===== src/rtl/axi_lite_initiator_if.sv =====
// Bundle of the core request/response port and the AXI4-Lite manager channels.
// Every channel is valid/ready: a transfer occurs on a rising clock edge where both
// are high; once raised, valid stays high with stable payload until that transfer.
interface axi_lite_initiator_if #(
  parameter int ADDR_WIDTH = 32
);
  logic                  req_valid;
  logic                  req_ready;
  logic                  req_write;
  logic [ADDR_WIDTH-1:0] req_addr;
  logic [31:0]           req_wdata;
  logic [3:0]            req_wstrb;
  logic                  resp_valid;
  logic                  resp_ready;
  logic [31:0]           resp_rdata;
  logic                  resp_err;

  logic                  m_axi_awvalid;
  logic                  m_axi_awready;
  logic [ADDR_WIDTH-1:0] m_axi_awaddr;
  logic [2:0]            m_axi_awprot;
  logic                  m_axi_wvalid;
  logic                  m_axi_wready;
  logic [31:0]           m_axi_wdata;
  logic [3:0]            m_axi_wstrb;
  logic                  m_axi_bvalid;
  logic                  m_axi_bready;
  logic [1:0]            m_axi_bresp;
  logic                  m_axi_arvalid;
  logic                  m_axi_arready;
  logic [ADDR_WIDTH-1:0] m_axi_araddr;
  logic [2:0]            m_axi_arprot;
  logic                  m_axi_rvalid;
  logic                  m_axi_rready;
  logic [31:0]           m_axi_rdata;
  logic [1:0]            m_axi_rresp;

  modport master (
    input  req_valid, req_write, req_addr, req_wdata, req_wstrb, resp_ready,
    input  m_axi_awready, m_axi_wready, m_axi_bvalid, m_axi_bresp,
    input  m_axi_arready, m_axi_rvalid, m_axi_rdata, m_axi_rresp,
    output req_ready, resp_valid, resp_rdata, resp_err,
    output m_axi_awvalid, m_axi_awaddr, m_axi_awprot, m_axi_wvalid, m_axi_wdata, m_axi_wstrb,
    output m_axi_bready, m_axi_arvalid, m_axi_araddr, m_axi_arprot, m_axi_rready
  );

  modport slave (
    output req_valid, req_write, req_addr, req_wdata, req_wstrb, resp_ready,
    output m_axi_awready, m_axi_wready, m_axi_bvalid, m_axi_bresp,
    output m_axi_arready, m_axi_rvalid, m_axi_rdata, m_axi_rresp,
    input  req_ready, resp_valid, resp_rdata, resp_err,
    input  m_axi_awvalid, m_axi_awaddr, m_axi_awprot, m_axi_wvalid, m_axi_wdata, m_axi_wstrb,
    input  m_axi_bready, m_axi_arvalid, m_axi_araddr, m_axi_arprot, m_axi_rready
  );
endinterface


===== src/rtl/axi_lite_initiator.sv =====
// Single-outstanding AXI4-Lite manager bridging the core's word request port to the PS.
// Optional wait-state abort is enabled with `define AXI_INITIATOR_TIMEOUT_EN.
module axi_lite_initiator #(
  parameter int ADDR_WIDTH     = 32,
  parameter int TIMEOUT_CYCLES = 1024
) (
  input  logic                clock,
  input  logic                resetn,
  axi_lite_initiator_if.master bus,
  output logic [2:0]          dbg_state_o
);

  typedef enum logic [2:0] {
    S_IDLE    = 3'd0,
    S_WR_REQ  = 3'd1,
    S_WR_RESP = 3'd2,
    S_RD_ADDR = 3'd3,
    S_RD_DATA = 3'd4,
    S_RESP    = 3'd5
  } state_t;

  state_t                state_q, state_d;
  logic [ADDR_WIDTH-1:0] addr_q, addr_d;
  logic [31:0]           wdata_q, wdata_d;
  logic [3:0]            wstrb_q, wstrb_d;
  logic                  aw_pend_q, aw_pend_d;
  logic                  w_pend_q, w_pend_d;
  logic [31:0]           rdata_q, rdata_d;
  logic                  err_q, err_d;

  // Only the error bit of the response codes matters; addresses are word aligned.
  logic unused_bits;
  assign unused_bits = ^{bus.m_axi_bresp[0], bus.m_axi_rresp[0], bus.req_addr[1:0]};

`ifdef AXI_INITIATOR_TIMEOUT_EN
  logic [15:0] tmo_q, tmo_d;
  logic        in_wait, tmo_hit;

  assign in_wait = (state_q == S_WR_REQ) || (state_q == S_WR_RESP) ||
                   (state_q == S_RD_ADDR) || (state_q == S_RD_DATA);
  assign tmo_hit = in_wait && (tmo_q == 16'(TIMEOUT_CYCLES - 1));
`endif

  always_comb begin
    state_d   = state_q;
    addr_d    = addr_q;
    wdata_d   = wdata_q;
    wstrb_d   = wstrb_q;
    aw_pend_d = aw_pend_q;
    w_pend_d  = w_pend_q;
    rdata_d   = rdata_q;
    err_d     = err_q;

    case (state_q)
      S_IDLE: begin
        if (bus.req_valid) begin
          addr_d  = {bus.req_addr[ADDR_WIDTH-1:2], 2'b00};
          wdata_d = bus.req_wdata;
          wstrb_d = bus.req_wstrb;
          if (bus.req_write) begin
            aw_pend_d = 1'b1;
            w_pend_d  = 1'b1;
            state_d   = S_WR_REQ;
          end else begin
            state_d   = S_RD_ADDR;
          end
        end
      end
      S_WR_REQ: begin
        // AW and W retire independently, in any order or together.
        aw_pend_d = aw_pend_q & ~bus.m_axi_awready;
        w_pend_d  = w_pend_q & ~bus.m_axi_wready;
        if (!aw_pend_d && !w_pend_d) begin
          state_d = S_WR_RESP;
        end
      end
      S_WR_RESP: begin
        if (bus.m_axi_bvalid) begin
          err_d   = bus.m_axi_bresp[1];
          rdata_d = 32'h0;
          state_d = S_RESP;
        end
      end
      S_RD_ADDR: begin
        if (bus.m_axi_arready) begin
          state_d = S_RD_DATA;
        end
      end
      S_RD_DATA: begin
        if (bus.m_axi_rvalid) begin
          err_d   = bus.m_axi_rresp[1];
          rdata_d = bus.m_axi_rdata;
          state_d = S_RESP;
        end
      end
      S_RESP: begin
        if (bus.resp_ready) begin
          state_d = S_IDLE;
        end
      end
      default: begin
        state_d = S_IDLE;
      end
    endcase

`ifdef AXI_INITIATOR_TIMEOUT_EN
    // A handshake completing on the final cycle still wins over the abort.
    if (tmo_hit && (state_d == state_q)) begin
      state_d   = S_RESP;
      aw_pend_d = 1'b0;
      w_pend_d  = 1'b0;
      err_d     = 1'b1;
      rdata_d   = 32'h0;
    end
    tmo_d = (state_d != state_q) ? 16'd0 : (in_wait ? tmo_q + 16'd1 : tmo_q);
`endif
  end

  always_ff @(posedge clock or negedge resetn) begin
    if (!resetn) begin
      state_q   <= S_IDLE;
      addr_q    <= '0;
      wdata_q   <= 32'h0;
      wstrb_q   <= 4'h0;
      aw_pend_q <= 1'b0;
      w_pend_q  <= 1'b0;
      rdata_q   <= 32'h0;
      err_q     <= 1'b0;
    end else begin
      state_q   <= state_d;
      addr_q    <= addr_d;
      wdata_q   <= wdata_d;
      wstrb_q   <= wstrb_d;
      aw_pend_q <= aw_pend_d;
      w_pend_q  <= w_pend_d;
      rdata_q   <= rdata_d;
      err_q     <= err_d;
    end
  end

`ifdef AXI_INITIATOR_TIMEOUT_EN
  always_ff @(posedge clock or negedge resetn) begin
    if (!resetn) begin
      tmo_q <= 16'd0;
    end else begin
      tmo_q <= tmo_d;
    end
  end
`endif

  // Channel controls decode straight from state so an abort or reset drops them at once.
  assign bus.req_ready     = (state_q == S_IDLE);
  assign bus.resp_valid    = (state_q == S_RESP);
  assign bus.resp_rdata    = rdata_q;
  assign bus.resp_err      = err_q;

  assign bus.m_axi_awvalid = aw_pend_q;
  assign bus.m_axi_awaddr  = addr_q;
  assign bus.m_axi_awprot  = 3'b000;
  assign bus.m_axi_wvalid  = w_pend_q;
  assign bus.m_axi_wdata   = wdata_q;
  assign bus.m_axi_wstrb   = wstrb_q;
  assign bus.m_axi_bready  = (state_q == S_WR_RESP);
  assign bus.m_axi_arvalid = (state_q == S_RD_ADDR);
  assign bus.m_axi_araddr  = addr_q;
  assign bus.m_axi_arprot  = 3'b000;
  assign bus.m_axi_rready  = (state_q == S_RD_DATA);

  assign dbg_state_o       = state_q;

endmodule


===== src/flat_wrapper.sv =====
// flat-port wrapper written by rule: the top's interface ports become plain ports
module axi_lite_initiator_flat 
#(
  parameter int ADDR_WIDTH     = 32,
  parameter int TIMEOUT_CYCLES = 1024
)
  (clock, resetn, dbg_state_o, bus_req_valid, bus_req_write, bus_req_addr, bus_req_wdata, bus_req_wstrb, bus_resp_ready, bus_m_axi_awready, bus_m_axi_wready, bus_m_axi_bvalid, bus_m_axi_bresp, bus_m_axi_arready, bus_m_axi_rvalid, bus_m_axi_rdata, bus_m_axi_rresp, bus_req_ready, bus_resp_valid, bus_resp_rdata, bus_resp_err, bus_m_axi_awvalid, bus_m_axi_awaddr, bus_m_axi_awprot, bus_m_axi_wvalid, bus_m_axi_wdata, bus_m_axi_wstrb, bus_m_axi_bready, bus_m_axi_arvalid, bus_m_axi_araddr, bus_m_axi_arprot, bus_m_axi_rready);
  axi_lite_initiator_if #(.ADDR_WIDTH(ADDR_WIDTH)) bus_i ();
  input  logic clock;
  input  logic resetn;
  output logic [2:0] dbg_state_o;
  input wire logic [$bits(bus_i.req_valid)-1:0] bus_req_valid;
  input wire logic [$bits(bus_i.req_write)-1:0] bus_req_write;
  input wire logic [$bits(bus_i.req_addr)-1:0] bus_req_addr;
  input wire logic [$bits(bus_i.req_wdata)-1:0] bus_req_wdata;
  input wire logic [$bits(bus_i.req_wstrb)-1:0] bus_req_wstrb;
  input wire logic [$bits(bus_i.resp_ready)-1:0] bus_resp_ready;
  input wire logic [$bits(bus_i.m_axi_awready)-1:0] bus_m_axi_awready;
  input wire logic [$bits(bus_i.m_axi_wready)-1:0] bus_m_axi_wready;
  input wire logic [$bits(bus_i.m_axi_bvalid)-1:0] bus_m_axi_bvalid;
  input wire logic [$bits(bus_i.m_axi_bresp)-1:0] bus_m_axi_bresp;
  input wire logic [$bits(bus_i.m_axi_arready)-1:0] bus_m_axi_arready;
  input wire logic [$bits(bus_i.m_axi_rvalid)-1:0] bus_m_axi_rvalid;
  input wire logic [$bits(bus_i.m_axi_rdata)-1:0] bus_m_axi_rdata;
  input wire logic [$bits(bus_i.m_axi_rresp)-1:0] bus_m_axi_rresp;
  output wire logic [$bits(bus_i.req_ready)-1:0] bus_req_ready;
  output wire logic [$bits(bus_i.resp_valid)-1:0] bus_resp_valid;
  output wire logic [$bits(bus_i.resp_rdata)-1:0] bus_resp_rdata;
  output wire logic [$bits(bus_i.resp_err)-1:0] bus_resp_err;
  output wire logic [$bits(bus_i.m_axi_awvalid)-1:0] bus_m_axi_awvalid;
  output wire logic [$bits(bus_i.m_axi_awaddr)-1:0] bus_m_axi_awaddr;
  output wire logic [$bits(bus_i.m_axi_awprot)-1:0] bus_m_axi_awprot;
  output wire logic [$bits(bus_i.m_axi_wvalid)-1:0] bus_m_axi_wvalid;
  output wire logic [$bits(bus_i.m_axi_wdata)-1:0] bus_m_axi_wdata;
  output wire logic [$bits(bus_i.m_axi_wstrb)-1:0] bus_m_axi_wstrb;
  output wire logic [$bits(bus_i.m_axi_bready)-1:0] bus_m_axi_bready;
  output wire logic [$bits(bus_i.m_axi_arvalid)-1:0] bus_m_axi_arvalid;
  output wire logic [$bits(bus_i.m_axi_araddr)-1:0] bus_m_axi_araddr;
  output wire logic [$bits(bus_i.m_axi_arprot)-1:0] bus_m_axi_arprot;
  output wire logic [$bits(bus_i.m_axi_rready)-1:0] bus_m_axi_rready;
  assign bus_i.req_valid = bus_req_valid;
  assign bus_i.req_write = bus_req_write;
  assign bus_i.req_addr = bus_req_addr;
  assign bus_i.req_wdata = bus_req_wdata;
  assign bus_i.req_wstrb = bus_req_wstrb;
  assign bus_i.resp_ready = bus_resp_ready;
  assign bus_i.m_axi_awready = bus_m_axi_awready;
  assign bus_i.m_axi_wready = bus_m_axi_wready;
  assign bus_i.m_axi_bvalid = bus_m_axi_bvalid;
  assign bus_i.m_axi_bresp = bus_m_axi_bresp;
  assign bus_i.m_axi_arready = bus_m_axi_arready;
  assign bus_i.m_axi_rvalid = bus_m_axi_rvalid;
  assign bus_i.m_axi_rdata = bus_m_axi_rdata;
  assign bus_i.m_axi_rresp = bus_m_axi_rresp;
  assign bus_req_ready = bus_i.req_ready;
  assign bus_resp_valid = bus_i.resp_valid;
  assign bus_resp_rdata = bus_i.resp_rdata;
  assign bus_resp_err = bus_i.resp_err;
  assign bus_m_axi_awvalid = bus_i.m_axi_awvalid;
  assign bus_m_axi_awaddr = bus_i.m_axi_awaddr;
  assign bus_m_axi_awprot = bus_i.m_axi_awprot;
  assign bus_m_axi_wvalid = bus_i.m_axi_wvalid;
  assign bus_m_axi_wdata = bus_i.m_axi_wdata;
  assign bus_m_axi_wstrb = bus_i.m_axi_wstrb;
  assign bus_m_axi_bready = bus_i.m_axi_bready;
  assign bus_m_axi_arvalid = bus_i.m_axi_arvalid;
  assign bus_m_axi_araddr = bus_i.m_axi_araddr;
  assign bus_m_axi_arprot = bus_i.m_axi_arprot;
  assign bus_m_axi_rready = bus_i.m_axi_rready;
  axi_lite_initiator #(.ADDR_WIDTH(ADDR_WIDTH), .TIMEOUT_CYCLES(TIMEOUT_CYCLES)) u_core (.clock(clock), .resetn(resetn), .bus(bus_i), .dbg_state_o(dbg_state_o));
endmodule

===== config.mk =====
export PLATFORM = sky130hd
export DESIGN_NAME = axi_lite_initiator_flat
export DESIGN_NICKNAME = d
export VERILOG_FILES = /design/src/rtl/axi_lite_initiator_if.sv /design/src/rtl/axi_lite_initiator.sv /design/src/flat_wrapper.sv
export SDC_FILE = /design/constraint.sdc
export NUM_CORES = 1
export LEC_CHECK = 0
export CAP_MARGIN = 15
export CORE_MARGIN = 5
export CORE_UTILIZATION = 34
export CTS_CLUSTER_SIZE = 16
export DETAILED_ROUTE_END_ITERATION = 8
export HOLD_SLACK_MARGIN = 0.03
export PLACE_DENSITY = 0.84
export SLEW_MARGIN = 20
export SYNTH_ARGS = -nofsm -noshare
export SYNTH_HDL_FRONTEND = slang
export SYNTH_SLANG_ARGS = --single-unit
export TNS_END_PERCENT = 20

===== constraint.sdc =====
create_clock -name clock -period 1.7 [get_ports clock]
set_input_delay 0.17 -clock clock [delete_from_list [all_inputs] [get_ports clock]]
set_output_delay 0.17 -clock clock [all_outputs]
set_load 0.02 [all_outputs]

After elaboration in Yosys (flattened, before gate mapping)
Cells that the tools add are included.
{ "op_classes": {"addsub": 0, "multipliers": 0, "div_mod_pow": 0, "order_cmp": 0, "eq_ne": 12, "shifts": 0, "muxes": 18, "bitwise": 4, "reduce_logical": 10} }
{ "op_table": {"columns": ["op", "n"], "rows": [
  ["2-to-1 mux 32 bit", 2],
  ["case mux 32 bit (2 select lines)", 1],
  ["2-to-1 mux 3 bit", 6],
  ["case mux 3 bit (6 select lines)", 1],
  ["!= test 2 bit, second input constant", 6],
  ["== test 3 x 2 -> 1 bit, second input constant", 2],
  ["== test 3 bit, second input constant", 2],
  ["case mux 1 bit (2 select lines)", 3],
  ["AND reduction 3 bit", 2],
  ["AND reduction 6 bit", 1],
  ["2-to-1 mux 1 bit", 4],
  ["nonzero test 2 bit", 2],
  ["== test 3 x 1 -> 1 bit, second input constant", 1],
  ["logical NOT 3 bit", 1],
  ["bitwise AND 1 bit", 2],
  ["logical NOT 1 bit", 2],
  ["2-to-1 mux 2 bit", 1],
  ["!= test 2 x 1 -> 1 bit, second input constant", 1],
  ["inverter 1 bit", 2],
  ["AND reduction 2 bit", 1],
  ["logical AND 1 bit", 1]
]} }
{ "word_totals": {"reg_bits": 104, "latch_bits": 0, "ramBits": 0, "rom_bits": 0, "input_bits": 114, "out_inout_bits": 149, "elab_cells": 52, "memories": 0} }

Longest topological paths before layout
{ "depth": {"ltp_word": 6, "depth_mapped": 7, "depth_no_buf": 4} }

Worst setup path after synthesis
Ideal clock, no wire load.
{ "synth_path": {"path_type": "register -> register", "start": "register u_core.state_q[2], in the netlist u_core.dbg_state_o[2]", "end": "register u_core.addr_q[22], in the netlist u_core.bus.m_axi_araddr[22]", "setup_time_ps": 128, "arrival_time_ps": 1591, "setup_slack_ps": -18, "path_stages_with_launch": 6, "path_buffers": 3, "cell_sequence": "dfrtp_1 > buf_2 > nor3_1 > buf_2 > buf_4 > mux2_1"} }
{ "synth_via": {"elab_chain_cells": 2} }
{ "synth_rtl": {"columns": ["item", "line_no", "rtl"], "rows": [
  ["start, declared", "axi_lite_initiator.sv:22", "state_t state_q, state_d;"],
  ["start signal, assigned", "axi_lite_initiator.sv:130", "state_q <= state_d;"],
  ["logical NOT 3 bit", "axi_lite_initiator.sv:54", "case (state_q)"],
  ["AND reduction 2 bit (no source line)", null, null],
  ["end signal, assigned", "axi_lite_initiator.sv:131", "addr_q <= addr_d;"],
  ["end, declared", "axi_lite_initiator.sv:23", "logic [ADDR_WIDTH-1:0] addr_q, addr_d;"]
]} }
No other way between the ends.
A chain may end at the register's enable or synchronous reset.

Worst setup path in the final report
{ "layout_path": {"start": "register u_core.state_q[1], in the netlist u_core.dbg_state_o[1]", "end": "output port bus_resp_valid"} }
{ "layout_via": {"elab_chain_cells": 1} }
{ "layout_rtl": {"columns": ["item", "line_no", "rtl"], "rows": [
  ["== test 3 bit", "axi_lite_initiator.sv:153", "assign bus.resp_valid = (state_q == S_RESP);"],
  ["end, declared", "flat_wrapper.sv:27", "output wire logic [$bits(bus_i.resp_valid)-1:0] bus_resp_valid;"]
]} }
No other way between the ends.

==> flow_summary.ini <==
[setup_path]
worstPathCellList = nand2b_1 > nor2_1 > clkdlybuf4s15_1
cp.depth = 3
reg2reg_depth = 5
endpoint_kind = output port
required_ns = 1.53
r2r_slack_ns = 0.09
start_kind = flip-flop
path_class = reg2out
slowest_stage = dfrtp_2
critical-path-top-delay-family = flip-flops
critPathMaxFanout = 4
max_stage_delay_ns = 0.44
critPathArrivalTime_ns = 1.47
path_buf_inv = 1

[clock_network]
clkSinkCount = 104
cts_tree = yes
clkTransAtPathRegs_ns = 0.07
clk_latency_ns = 0.33
clockBufferDepth = 2
cts_buffers = 9
ctsRootBufferMaster = clkbuf_16
cts_max_level = 3

[synth]
synth-seq-cells = 104
synth_commonest_cells = dfrtp_1, buf_4, mux2_1
synth_cells = 299
synth_ff_type = dfrtp_1
synth_area_leaders = dfrtp_1, mux2_1, buf_4
seq_area_frac_synth_pct = 61.0
synth_edf_count = 0
yosysWarnings = 0
synth.avg_cell_area_sq_um = 14.3
synthArstFlopShare_pct = 100
yosysTopAreaCell = dfrtp_1
yosysMostFrequentCell = dfrtp_1
syn_area_sq_um = 4270
synth.distinct_cells = 27
synth_top_area_share_pct = 61.0

[timing]
min_period_ns = 1.64
finClkSkew_ns = 0.00481
final_max_slew_viol_count = 0
worst_pin_slew_ns = 0.565
timing.final.crit_share_pct = 96.6
rsz0062_at_grt = yes
slew_headroom_pct = 62.3
setup_viol = 0
tns_ns = 0
timing.fmax_mhz = 609
hold_viol_final = 0
hold_slack_ns = 0.426

[power]
ir_drop_mv = 0.896
power_leakage_nw = 3.01
power.density_nw_per_um2 = 2010

[detailed_routing]
ant_nets = 0
drt_iter0_drc = 152
route.detailed.drc = 0
wl_per_cell_microns = 17.8
via_per_inst = 4.59
drtPass1Iterations = 4
vias = 3247
drt_wl_total_mm = 12.6

[grt]
grt_pass1_wl_mm = 18.3
grt_util_all_layers_pct = 15.8
grt_pass1_vias = 3503
antenna_found_initial = 0
grt-ovfl-total = 0
grt_max_degree = 105

[floorplan]
rows = 41
die_area_sq_um = 14900
die_w_microns = 122
die_h_microns = 122
coreArea_sq_um = 12500
start_util_pct = 34.2
ioPinCount = 263

[final_layout]
area_delta_synth_final_pct = 67.7
postLayoutCoreUtil_pct = 57.4
seqCellArea_sq_um = 2610
num-fill-cells = 1018
post-route-cell-area_sq_um = 7150
antennaDiodeCount = 0
final_cells = 707
multi_input_area_sq_um = 1330
nNetsFinal = 644
drive_above_1_share_pct = 13.5

[min_path]
min_path_type = in2reg
hold_path_depth = 2

[placement]
portBuffers = 248
routabilityCongestion = 0.712
placed_cells = 686
hpwl_mm = 9.16
placed_area_sq_um = 6750

[outcome]
outcome = complete, no violations

[job]
max_cap_violations = 0
-- registers in the layout, indices dropped and copies added (netlist names) --
signal and cells:
u_core.bus.m_axi_wvalid 1, u_core.bus.resp_rdata 32, u_core.bus.resp_err 1, u_core.dbg_state_o 3
u_core.bus.m_axi_awvalid 1, u_core.bus.m_axi_wstrb 4, u_core.bus.m_axi_araddr 30, u_core.bus.m_axi_wdata 32
-- cell usage in the layout (no fill, tap or decap), drive strengths merged --
cell type | synthesis | routed
o21ai | 2 | 2
and3b | 2 | 2
a211oi | 2 | 2
nor2b | 3 | 3
clkdlybuf4s15 | 0 | 2
nand2b | 3 | 3
mux2 | 67 | 67
o21a | 1 | 1
mux2i | 1 | 1
dlygate4sd3 | 0 | 1
or2 | 1 | 1
a22o | 32 | 32
clkdlybuf4s50 | 0 | 240
dlygate4sd2 | 0 | 2
conb | 1 | 10
clkbuf | 0 | 14
nor2 | 7 | 7
nand2 | 3 | 3
a31oi | 2 | 2
a21oi | 3 | 3
o311a | 1 | 1
buf | 56 | 17
nor3 | 3 | 3
bufinv | 0 | 1
dfrtp | 104 | 104
o21bai | 1 | 1
inv | 1 | 2
and2 | 2 | 2
clkinvlp | 0 | 3
clkinv | 0 | 2
a2111oi | 1 | 1
-- what timing repair did --
action                                 in CTS  in global routing
setup endpoints to repair                   7                 64
pin swaps                                   0                  1
hold buffers                                1                  0
endpoints found under the hold margin     104                  0
buffers inserted                            0                  1
gates resized for setup                    10                 18
gates cloned                                0                  3
-- layer usage --
| layer | share of wire [%] | GRT usage [%] | vias to the layer above |
|---|---|---|---|
| met5 | 0 | 0 | - |
| met1 | 39 | 18.0 | 1599 |
| met2 | 50 | 27.5 | 163 |
| li1 | - | - | 1475 |
| met4 | 1.1 | 4.48 | 0 |
| met3 | 9.4 | 6.13 | 10 |
-- metrics by stage --
step | setup WS, ns | power (mW)
finish | 0.0573 | 14.4
global route | -0.00685 | 15.2
CTS | 0.0130 | 14.4
detailed placement | -0.164 | 12.3
global placement | -0.122 | 12.1
floorplan | 0.0173 | 8.63
-- layout make-up --
cell class / count / share of cell area, %
inverter: 1 / 0.0525
tap: 172 / 3.01
clock inverter: 7 / 0.997
clock buffer: 9 / 3.15
timing repair buffer: 267 / 37.9
sequential: 104 / 36.4
multi-input combinational: 147 / 18.5
-- cell families after synthesis --
| family | Yosys count | share of synthesized area [%] |
|---|---|---|
| AND/OR/NAND/NOR | 24 | 3.02 |
| multiplexers | 68 | 17.9 |
| AO/OA/AOI/OAI | 45 | 8.68 |
| buffers and inverters | 57 | 9.30 |
| flip-flops | 104 | 61.0 |
| other | 1 | 0.0879 |
-- path summary, 6_finish.rpt --
check                                      startpoint                          end
max                             u_core.dbg_state_o[1]               bus_resp_valid
min                                 bus_req_wdata[11]   u_core.bus.m_axi_wdata[11]
max reg2reg                     u_core.dbg_state_o[0]   u_core.bus.m_axi_araddr[2]
min reg2reg                u_core.bus.m_axi_wdata[29]   u_core.bus.m_axi_wdata[29]
max in group asynchronous                      resetn        u_core.dbg_state_o[1]
min in group asynchronous                      resetn  u_core.bus.m_axi_araddr[30]
-- report_power, final --
| group | switching, mW | internal (mW) |
|---|---|---|
| Clock | 0.911 | 1.14 |
| Sequential | 0.763 | 3.65 |
| Combinational | 3.81 | 4.12 |
| Total | 5.49 | 8.91 |
(Power assumes the default switching activity.)
